[config.mk]
export PLATFORM = sky130hd
export DESIGN_NAME = audio_sample_scheduler_flat
export DESIGN_NICKNAME = d
export VERILOG_FILES = /design/src/rtl/audio_sample_scheduler_if.sv /design/src/rtl/audio_sample_scheduler.sv /design/src/flat_wrapper.sv
export SDC_FILE = /design/constraint.sdc
export NUM_CORES = 1
export LEC_CHECK = 0
export ABC_AREA = 1
export BUFFER_PORTS_ARGS = -buffer_cell sky130_fd_sc_hd__buf_2
export CAP_MARGIN = 10
export CORE_MARGIN = 4
export CORE_UTILIZATION = 51
export DETAILED_ROUTE_END_ITERATION = 8
export GPL_TIMING_DRIVEN = 0
export PLACE_DENSITY = 0.66
export REMOVE_ABC_BUFFERS = 1
export SETUP_SLACK_MARGIN = 0.2
export SLEW_MARGIN = 20
export SYNTH_ARGS = -nofsm -noshare
export SYNTH_HDL_FRONTEND = slang
export SYNTH_SLANG_ARGS = --single-unit
[constraint.sdc]
create_clock -name clk -period 2.95 [get_ports clk]
set_input_delay 0 -clock clk [delete_from_list [all_inputs] [get_ports clk]]
set_output_delay 0 -clock clk [all_outputs]
set_load 0.005 [all_outputs]
[src/rtl/audio_sample_scheduler_if.sv]
// HPS PIO and codec serializer signals of the left-channel audio scheduler.
// slave is the scheduler side; master is the HPS/codec side driving it.
interface audio_sample_scheduler_if #(
  parameter int DATA_W = 32
);
  logic [7:0]        ctrl;
  logic [DATA_W-1:0] dac_data;
  logic [DATA_W-1:0] adc_data;
  logic [15:0]       space;
  logic [2:0]        status;
  logic              sample_tick;
  logic [DATA_W-1:0] dac_sample;
  logic              dac_valid;
  logic              dac_ready;
  logic [DATA_W-1:0] adc_sample;
  logic              adc_valid;

  modport master (
    output ctrl, dac_data, sample_tick, dac_ready, adc_sample, adc_valid,
    input  adc_data, space, status, dac_sample, dac_valid
  );

  modport slave (
    input  ctrl, dac_data, sample_tick, dac_ready, adc_sample, adc_valid,
    output adc_data, space, status, dac_sample, dac_valid
  );
endinterface

[src/rtl/audio_sample_scheduler.sv]
// Left-channel play/record sample scheduler: tick -> dac_valid 1 cycle, toggle pop -> adc_data 1 cycle.
// Play output holds dac_sample until dac_ready; ticks arriving while a sample is pending are dropped as late.
module sample_fifo #(
  parameter int DATA_W = 32,
  parameter int DEPTH  = 16,
  parameter int ADDR_W = 4
) (
  input  logic              clk,
  input  logic              reset_n,
  input  logic              clr,
  input  logic              push,
  input  logic [DATA_W-1:0] push_dat,
  input  logic              pop,
  output logic [DATA_W-1:0] head_dat,
  output logic              push_ok,
  output logic              pop_ok,
  output logic [ADDR_W:0]   count
);
  localparam int CNT_W = ADDR_W + 1;

  logic [DATA_W-1:0] mem [DEPTH];
  logic [ADDR_W-1:0] wr_ptr;
  logic [ADDR_W-1:0] rd_ptr;
  logic              empty;
  logic              full;

  assign empty = (count == '0);
  assign full  = (count == CNT_W'(DEPTH));

  // A pop frees a slot for a same-cycle push; a push into an empty FIFO
  // passes straight through to a same-cycle pop.
  assign push_ok  = !clr && push && (!full || pop);
  assign pop_ok   = !clr && pop && (!empty || push);
  assign head_dat = empty ? push_dat : mem[rd_ptr];

  always_ff @(posedge clk) begin
    if (push_ok) mem[wr_ptr] <= push_dat;
  end

  always_ff @(posedge clk or negedge reset_n) begin
    if (!reset_n) begin
      wr_ptr <= '0;
      rd_ptr <= '0;
      count  <= '0;
    end else if (clr) begin
      wr_ptr <= '0;
      rd_ptr <= '0;
      count  <= '0;
    end else begin
      if (push_ok) wr_ptr <= wr_ptr + 1'b1;
      if (pop_ok)  rd_ptr <= rd_ptr + 1'b1;
      case ({push_ok, pop_ok})
        2'b10:   count <= count + 1'b1;
        2'b01:   count <= count - 1'b1;
        default: count <= count;
      endcase
    end
  end
endmodule

module audio_sample_scheduler #(
  parameter int DATA_W     = 32,
  parameter int FIFO_DEPTH = 16,
  parameter int ADDR_W     = 4
) (
  input logic                     clk,
  input logic                     reset_n,
  audio_sample_scheduler_if.slave bus
);
  localparam int CNT_W = ADDR_W + 1;

  typedef enum logic {IDLE, PRESENT} state_t;

  state_t            state, state_d;
  logic              wr_prev, rd_prev, hist_vld;
  logic              wr_evt, rd_evt;
  logic              enable, clr;
  logic              ctrl_unused;

  logic              play_pop, play_load, late_evt;
  logic              play_push_ok, play_pop_ok;
  logic [DATA_W-1:0] play_head;
  logic [CNT_W-1:0]  play_count, play_free;

  logic              rec_push;
  logic              rec_push_ok, rec_pop_ok;
  logic [DATA_W-1:0] rec_head;
  logic [CNT_W-1:0]  rec_count;

  logic              underrun_evt, overrun_evt;
  logic [DATA_W-1:0] dac_sample_q, adc_data_q;
  logic [2:0]        status_q;

  assign enable      = bus.ctrl[2];
  assign clr         = bus.ctrl[3];
  assign ctrl_unused = ^bus.ctrl[7:4];

  // History regs are unqualified until the first clock after reset so a
  // toggle bit left high by software does not fake an event.
  assign wr_evt = hist_vld && (bus.ctrl[0] ^ wr_prev);
  assign rd_evt = hist_vld && (bus.ctrl[1] ^ rd_prev);

  always_ff @(posedge clk or negedge reset_n) begin
    if (!reset_n) begin
      wr_prev  <= 1'b0;
      rd_prev  <= 1'b0;
      hist_vld <= 1'b0;
    end else begin
      wr_prev  <= bus.ctrl[0];
      rd_prev  <= bus.ctrl[1];
      hist_vld <= 1'b1;
    end
  end

  sample_fifo #(.DATA_W(DATA_W), .DEPTH(FIFO_DEPTH), .ADDR_W(ADDR_W)) u_play_fifo (
    .clk      (clk),
    .reset_n  (reset_n),
    .clr      (clr),
    .push     (wr_evt),
    .push_dat (bus.dac_data),
    .pop      (play_pop),
    .head_dat (play_head),
    .push_ok  (play_push_ok),
    .pop_ok   (play_pop_ok),
    .count    (play_count)
  );

  assign rec_push = bus.adc_valid && enable;

  sample_fifo #(.DATA_W(DATA_W), .DEPTH(FIFO_DEPTH), .ADDR_W(ADDR_W)) u_rec_fifo (
    .clk      (clk),
    .reset_n  (reset_n),
    .clr      (clr),
    .push     (rec_push),
    .push_dat (bus.adc_sample),
    .pop      (rd_evt),
    .head_dat (rec_head),
    .push_ok  (rec_push_ok),
    .pop_ok   (rec_pop_ok),
    .count    (rec_count)
  );

  always_comb begin
    state_d   = state;
    play_pop  = 1'b0;
    play_load = 1'b0;
    late_evt  = 1'b0;
    case (state)
      IDLE: begin
        if (bus.sample_tick && enable) begin
          play_pop  = 1'b1;
          play_load = 1'b1;
          state_d   = PRESENT;
        end
      end
      PRESENT: begin
        if (bus.dac_ready) state_d = IDLE;
        if (bus.sample_tick && enable) late_evt = 1'b1;
      end
      default: state_d = IDLE;
    endcase
    if (clr) state_d = IDLE;
  end

  assign underrun_evt = play_load && !play_pop_ok;
  assign overrun_evt  = (wr_evt && !play_push_ok) || (rec_push && !rec_push_ok);

  always_ff @(posedge clk or negedge reset_n) begin
    if (!reset_n) begin
      state        <= IDLE;
      dac_sample_q <= '0;
      adc_data_q   <= '0;
      status_q     <= '0;
    end else begin
      state <= state_d;
      if (play_load && !clr) dac_sample_q <= play_pop_ok ? play_head : '0;
      if (rec_pop_ok)        adc_data_q   <= rec_head;
      if (clr) status_q <= '0;
      else     status_q <= status_q | {late_evt, overrun_evt, underrun_evt};
    end
  end

  assign play_free      = CNT_W'(FIFO_DEPTH) - play_count;
  assign bus.space      = {8'(rec_count), 8'(play_free)};
  assign bus.status     = status_q;
  assign bus.dac_sample = dac_sample_q;
  assign bus.dac_valid  = (state == PRESENT);
  assign bus.adc_data   = adc_data_q;
endmodule

[src/flat_wrapper.sv]
// flat-port wrapper written by rule: the top's interface ports become plain ports
module audio_sample_scheduler_flat 
#(
  parameter int DATA_W     = 32,
  parameter int FIFO_DEPTH = 16,
  parameter int ADDR_W     = 4
)
  (clk, reset_n, bus_ctrl, bus_dac_data, bus_sample_tick, bus_dac_ready, bus_adc_sample, bus_adc_valid, bus_adc_data, bus_space, bus_status, bus_dac_sample, bus_dac_valid);
  audio_sample_scheduler_if #(.DATA_W(DATA_W)) bus_i ();
  input logic clk;
  input logic reset_n;
  input wire logic [$bits(bus_i.ctrl)-1:0] bus_ctrl;
  input wire logic [$bits(bus_i.dac_data)-1:0] bus_dac_data;
  input wire logic [$bits(bus_i.sample_tick)-1:0] bus_sample_tick;
  input wire logic [$bits(bus_i.dac_ready)-1:0] bus_dac_ready;
  input wire logic [$bits(bus_i.adc_sample)-1:0] bus_adc_sample;
  input wire logic [$bits(bus_i.adc_valid)-1:0] bus_adc_valid;
  output wire logic [$bits(bus_i.adc_data)-1:0] bus_adc_data;
  output wire logic [$bits(bus_i.space)-1:0] bus_space;
  output wire logic [$bits(bus_i.status)-1:0] bus_status;
  output wire logic [$bits(bus_i.dac_sample)-1:0] bus_dac_sample;
  output wire logic [$bits(bus_i.dac_valid)-1:0] bus_dac_valid;
  assign bus_i.ctrl = bus_ctrl;
  assign bus_i.dac_data = bus_dac_data;
  assign bus_i.sample_tick = bus_sample_tick;
  assign bus_i.dac_ready = bus_dac_ready;
  assign bus_i.adc_sample = bus_adc_sample;
  assign bus_i.adc_valid = bus_adc_valid;
  assign bus_adc_data = bus_i.adc_data;
  assign bus_space = bus_i.space;
  assign bus_status = bus_i.status;
  assign bus_dac_sample = bus_i.dac_sample;
  assign bus_dac_valid = bus_i.dac_valid;
  audio_sample_scheduler #(.DATA_W(DATA_W), .FIFO_DEPTH(FIFO_DEPTH), .ADDR_W(ADDR_W)) u_core (.clk(clk), .reset_n(reset_n), .bus(bus_i));
endmodule
==> impl_metrics.sql <==
INSERT INTO impl_metrics (metric_group, metric, value, unit) VALUES
('clock_tree', 'clock_sinks', '1121', ''),
('sta', 'slew-limit-headroom', '0.491', ''),
('yosys', 'synth.lib_cells_used.distinct', '36', ''),
('cells_and_area', 'most_used_cells_in_the_layout_excluding_fill_and_tap_cells', 'sky130_fd_sc_hd__edfxtp_1, sky130_fd_sc_hd__nor2_1, sky130_fd_sc_hd__o21ai_0', ''),
('placement', 'portBuffers', '150', ''),
('sta', 'final-setup-viol-count', '0', ''),
('yosys', 'postSynthRegisterBits', '1121', ''),
('route', 'drc', '0', ''),
('power_and_ir_drop', 'clock_power_share', '0.355', ''),
('sta', 'fin_worst_skew', '0.0277', 'ns'),
('global_route', 'grt_overflow_total', '0', ''),
('die', 'count_of_boundary_i_o_pins', '161', ''),
('yosys', 'post_synth_design_cell_area', '0.0447', 'mm^2'),
('cells_and_area', 'mostFrequentLayoutCell', 'sky130_fd_sc_hd__edfxtp_1', ''),
('cells_and_area', 'postLayoutCoreUtil', '0.618', ''),
('yosys', 'yosysWarnings', '0', ''),
('job', 'drv_cap', '0', ''),
('route', 'detail_route.wl_per_cell', '24.0', 'um'),
('worst_hold_path', 'hp-start', 'bus_ctrl[0]', ''),
('die', 'die_w', '304', 'um'),
('clock_tree', 'clk_tree_root_cell', 'sky130_fd_sc_hd__clkbuf_16', ''),
('cells_and_area', 'fillers', '6391', ''),
('critical_path', 'setup.worst_path.class', 'reg -> reg', ''),
('cells_and_area', 'post_layout_nets', '3835', ''),
('critical_path', 'critPathMaxFanout', '15', ''),
('power_and_ir_drop', 'cellPowerDensity', '754', 'mW/mm^2'),
('die', 'dieArea', '0.0924', 'mm^2'),
('power_and_ir_drop', 'flop_pwr_share', '0.457', ''),
('global_route', 'first_global_vias', '28100', ''),
('critical_path', 'crit-reg2reg-launch', 'u_core.u_play_fifo.count[0]$_DFFE_PN0P_', ''),
('route', 'detail_route.vias_per_cell', '5.92', ''),
('critical_path', 'setup.worst_path.end_class', 'register', ''),
('power_and_ir_drop', 'power.share.combinational', '0.188', ''),
('clock_tree', 'clock_tree_from_tritoncts', 'done', ''),
('sta', 'final_hold_viol_count', '0', ''),
('worst_hold_path', 'min_path_type', 'in -> reg', ''),
('global_route', 'antenna_found_initial', '5', ''),
('placement', 'routabilityCongestion', '0.753', ''),
('sta', 'worst-slew-pin-transition', '0.763', 'ns'),
('sta', 'period_share', '0.927', ''),
('worst_hold_path', 'min_delay_path_depth', '2', ''),
('route', 'drt-total-wl', '120', 'mm'),
('route', 'vias', '29600', ''),
('critical_path', 'minimum_setup_slack_among_reg_to_reg_paths', '0.22', 'ns'),
('clock_tree', 'cts_buffers', '111', ''),
('yosys', 'postSynthAreaPerCell', '12.8', 'um^2'),
('power_and_ir_drop', 'power.share.switching', '0.283', ''),
('sta', 'period_minus_slack', '2.73', 'ns'),
('route', 'drt_pre_antenna_iters', '5', ''),
('clock_tree', 'h-tree-depth', '3', ''),
('placement', 'place_hpwl', '64.0', 'mm'),
('die', 'rows', '108', ''),
('critical_path', 'rr_endpoint', 'u_core.u_play_fifo.mem[8][28]$_DFFE_PP_', ''),
('power_and_ir_drop', 'leakagePower', '18.5', 'nW'),
('die', 'die_h', '304', 'um'),
('sta', 'whs', '0.115', 'ns'),
('worst_hold_path', 'timing.hold.worst_endpoint', 'u_core.wr_prev$_DFF_PN0_', ''),
('critical_path', 'cp-start-kind', 'register', ''),
('outcome', 'status', 'finished, final reports clean', ''),
('critical_path', 'r2r.worst_path.cells', '12', ''),
('sta', 'rsz0062_at_grt', 'true', ''),
('global_route', 'grt_pass1_wl', '176', 'mm'),
('sta', 'fmax', '366', 'MHz'),
('sta', 'report.final.slew_viol_count', '0', ''),
('die', 'floorplan.initialDensity', '0.514', ''),
('cells_and_area', 'fraction_of_layout_cells_with_a_size_suffix_above_1', '0.140', ''),
('global_route', 'grt_max_degree', '143', ''),
('route', 'postRouteAntennaNets', '0', ''),
('cells_and_area', 'syn2layout_area_growth', '20.3', '%'),
('power_and_ir_drop', 'cellInternalPower', '29.1', 'mW'),
('route', 'drt-initial-drc-count', '3082', '');
[metrics by stage]
step / instance area (um^2) / TNS [ns]
2_1_floorplan: 43600 / -494.79
3_3_place_gp: 45800 / -3111.24
3_5_place_dp: 48300 / -28.26
4_1_cts: 53400 / 0
5_1_grt: 53700 / 0
6_report: 53700 / 0
[kinds of logic after synthesis]
family	share of synthesized area
compound gates	0.123
xor+xnor	0.000980
fa+ha+maj	0.00448
buf+inv	0.0294
flops	0.743
other cells	0.000168
simple gates	0.0995
[sequential cells by signal, summed over array words and instances, names as in the netlist, 3 cells and up]
name / cells
u_core.bus.dac_sample: 32
u_core.u_rec_fifo.mem: 512
u_core.u_play_fifo.mem: 512
u_core.u_play_fifo.count: 5
u_core.u_play_fifo.rd_ptr: 4
u_core.u_rec_fifo.count: 5
u_core.bus.status: 3
u_core.u_rec_fifo.wr_ptr: 4
u_core.u_rec_fifo.rd_ptr: 4
u_core.bus.adc_data: 32
u_core.u_play_fifo.wr_ptr: 4
[area by class of cell]
cell class / instances / area, um^2 / share of cell area
diodes: 3 / 7.51 / 0.000140
clock buffers: 159 / 3200 / 0.0596
clock inverters: 51 / 557 / 0.0104
inverters: 54 / 298 / 0.00554
multi-input cells: 2077 / 10500 / 0.196
flip-flops and latches: 1121 / 33200 / 0.618
well taps: 1155 / 1450 / 0.0269
repair buffers: 377 / 4480 / 0.0834
[worst max-delay path: stages (launching register included)]
cell and delay [ns]:
sky130_fd_sc_hd__dfrtp_2 0.43, sky130_fd_sc_hd__inv_1 0.09, sky130_fd_sc_hd__ha_1 0.23, sky130_fd_sc_hd__nand2_1 0.12, sky130_fd_sc_hd__nor2_2 0.07, sky130_fd_sc_hd__ha_1 0.20, sky130_fd_sc_hd__nand2_1 0.10, sky130_fd_sc_hd__nand3_2 0.19
sky130_fd_sc_hd__inv_4 0.19, sky130_fd_sc_hd__nand2_2 0.17, sky130_fd_sc_hd__nor2_4 0.21, sky130_fd_sc_hd__buf_16 0.19, sky130_fd_sc_hd__buf_16 0.18
[worst max-delay path by stage]
| stage | from | to | slack (ns) | cells past startpoint |
|---|---|---|---|---|
| final | u_core.u_play_fifo.count[0]$_DFFE_PN0P_ | u_core.u_play_fifo.mem[8][28]$_DFFE_PP_ | 0.22 | 12 |
| after global routing | u_core.u_play_fifo.count[0]$_DFFE_PN0P_ | u_core.u_play_fifo.mem[11][29]$_DFFE_PP_ | 0.13 | 12 |
| after CTS | u_core.u_rec_fifo.count[2]$_DFFE_PN0P_ | u_core.u_rec_fifo.mem[3][0]$_DFFE_PP_ | 0.11 | 10 |
| after detailed placement | u_core.u_rec_fifo.count[2]$_DFFE_PN0P_ | u_core.u_rec_fifo.count[2]$_DFFE_PN0P_ | -0.67 | 13 |
| after global placement | u_core.u_play_fifo.rd_ptr[0]$_DFFE_PN0P_ | u_core.bus.dac_sample[15]$_DFFE_PN0P_ | -12.39 | 7 |
| after floorplan | u_core.u_play_fifo.rd_ptr[0]$_DFFE_PN0P_ | u_core.bus.dac_sample[31]$_DFFE_PN0P_ | -5.07 | 9 |
[what timing repair did]
| action | 4_1_cts | 5_1_grt |
|---|---|---|
| setup endpoints to repair | 558 | 625 |
| resized for setup | 19 | 10 |
| pin swaps | 22 | 12 |
| cloned | 3 | 1 |
| hold buffers | 79 | 0 |
| setup buffers | 34 | 27 |
| hold endpoints to repair | 1199 | 0 |
[metal layers]
metal	GRT usage	up-vias	routed length, um
li1	-	13400	-
met5	0	-	27
met1	0.335	14700	47500
met3	0.0319	287	7930
met2	0.423	1230	59900
met4	0.0909	4	4360
[power by group through the flow]
stage                     Clock [mW]  Combinational (mW)  Sequential [mW]
after global routing            15.2                8.41             18.6
after floorplan                    0                3.57             19.0
after CTS                       14.5                7.49             18.5
after detailed placement           0                6.89             18.9
final                           14.4                7.63             18.5
after global placement             0                4.83             19.1
[Yosys cell counts, drive strengths merged]
library cell,instances,share of area
edfxtp,1024,0.69
nor2,738,0.062
o21ai,597,0.067
nand2,201,0.017
o211ai,174,0.029
nand3,170,0.019
clkbuf,152,0.013
dfrtp,97,0.054
o221ai,93,0.018
buf,92,0.012
inv,51,0.0043
a21oi,30,0.0034
o22ai,30,0.0042
ha,16,0.0045
nor3,4,0.00045
clkinv,3,0.00025
nand3b,3,0.00050
o21a,3,0.00050
xor2,3,0.00059
conb,2,0.00017
nand4,2,0.00042
xnor2,2,0.00039
a211oi,1,0.00017
nor3b,1,0.00017
o31ai,1,0.00017
Note: power is estimated with default switching activity, not from simulation.
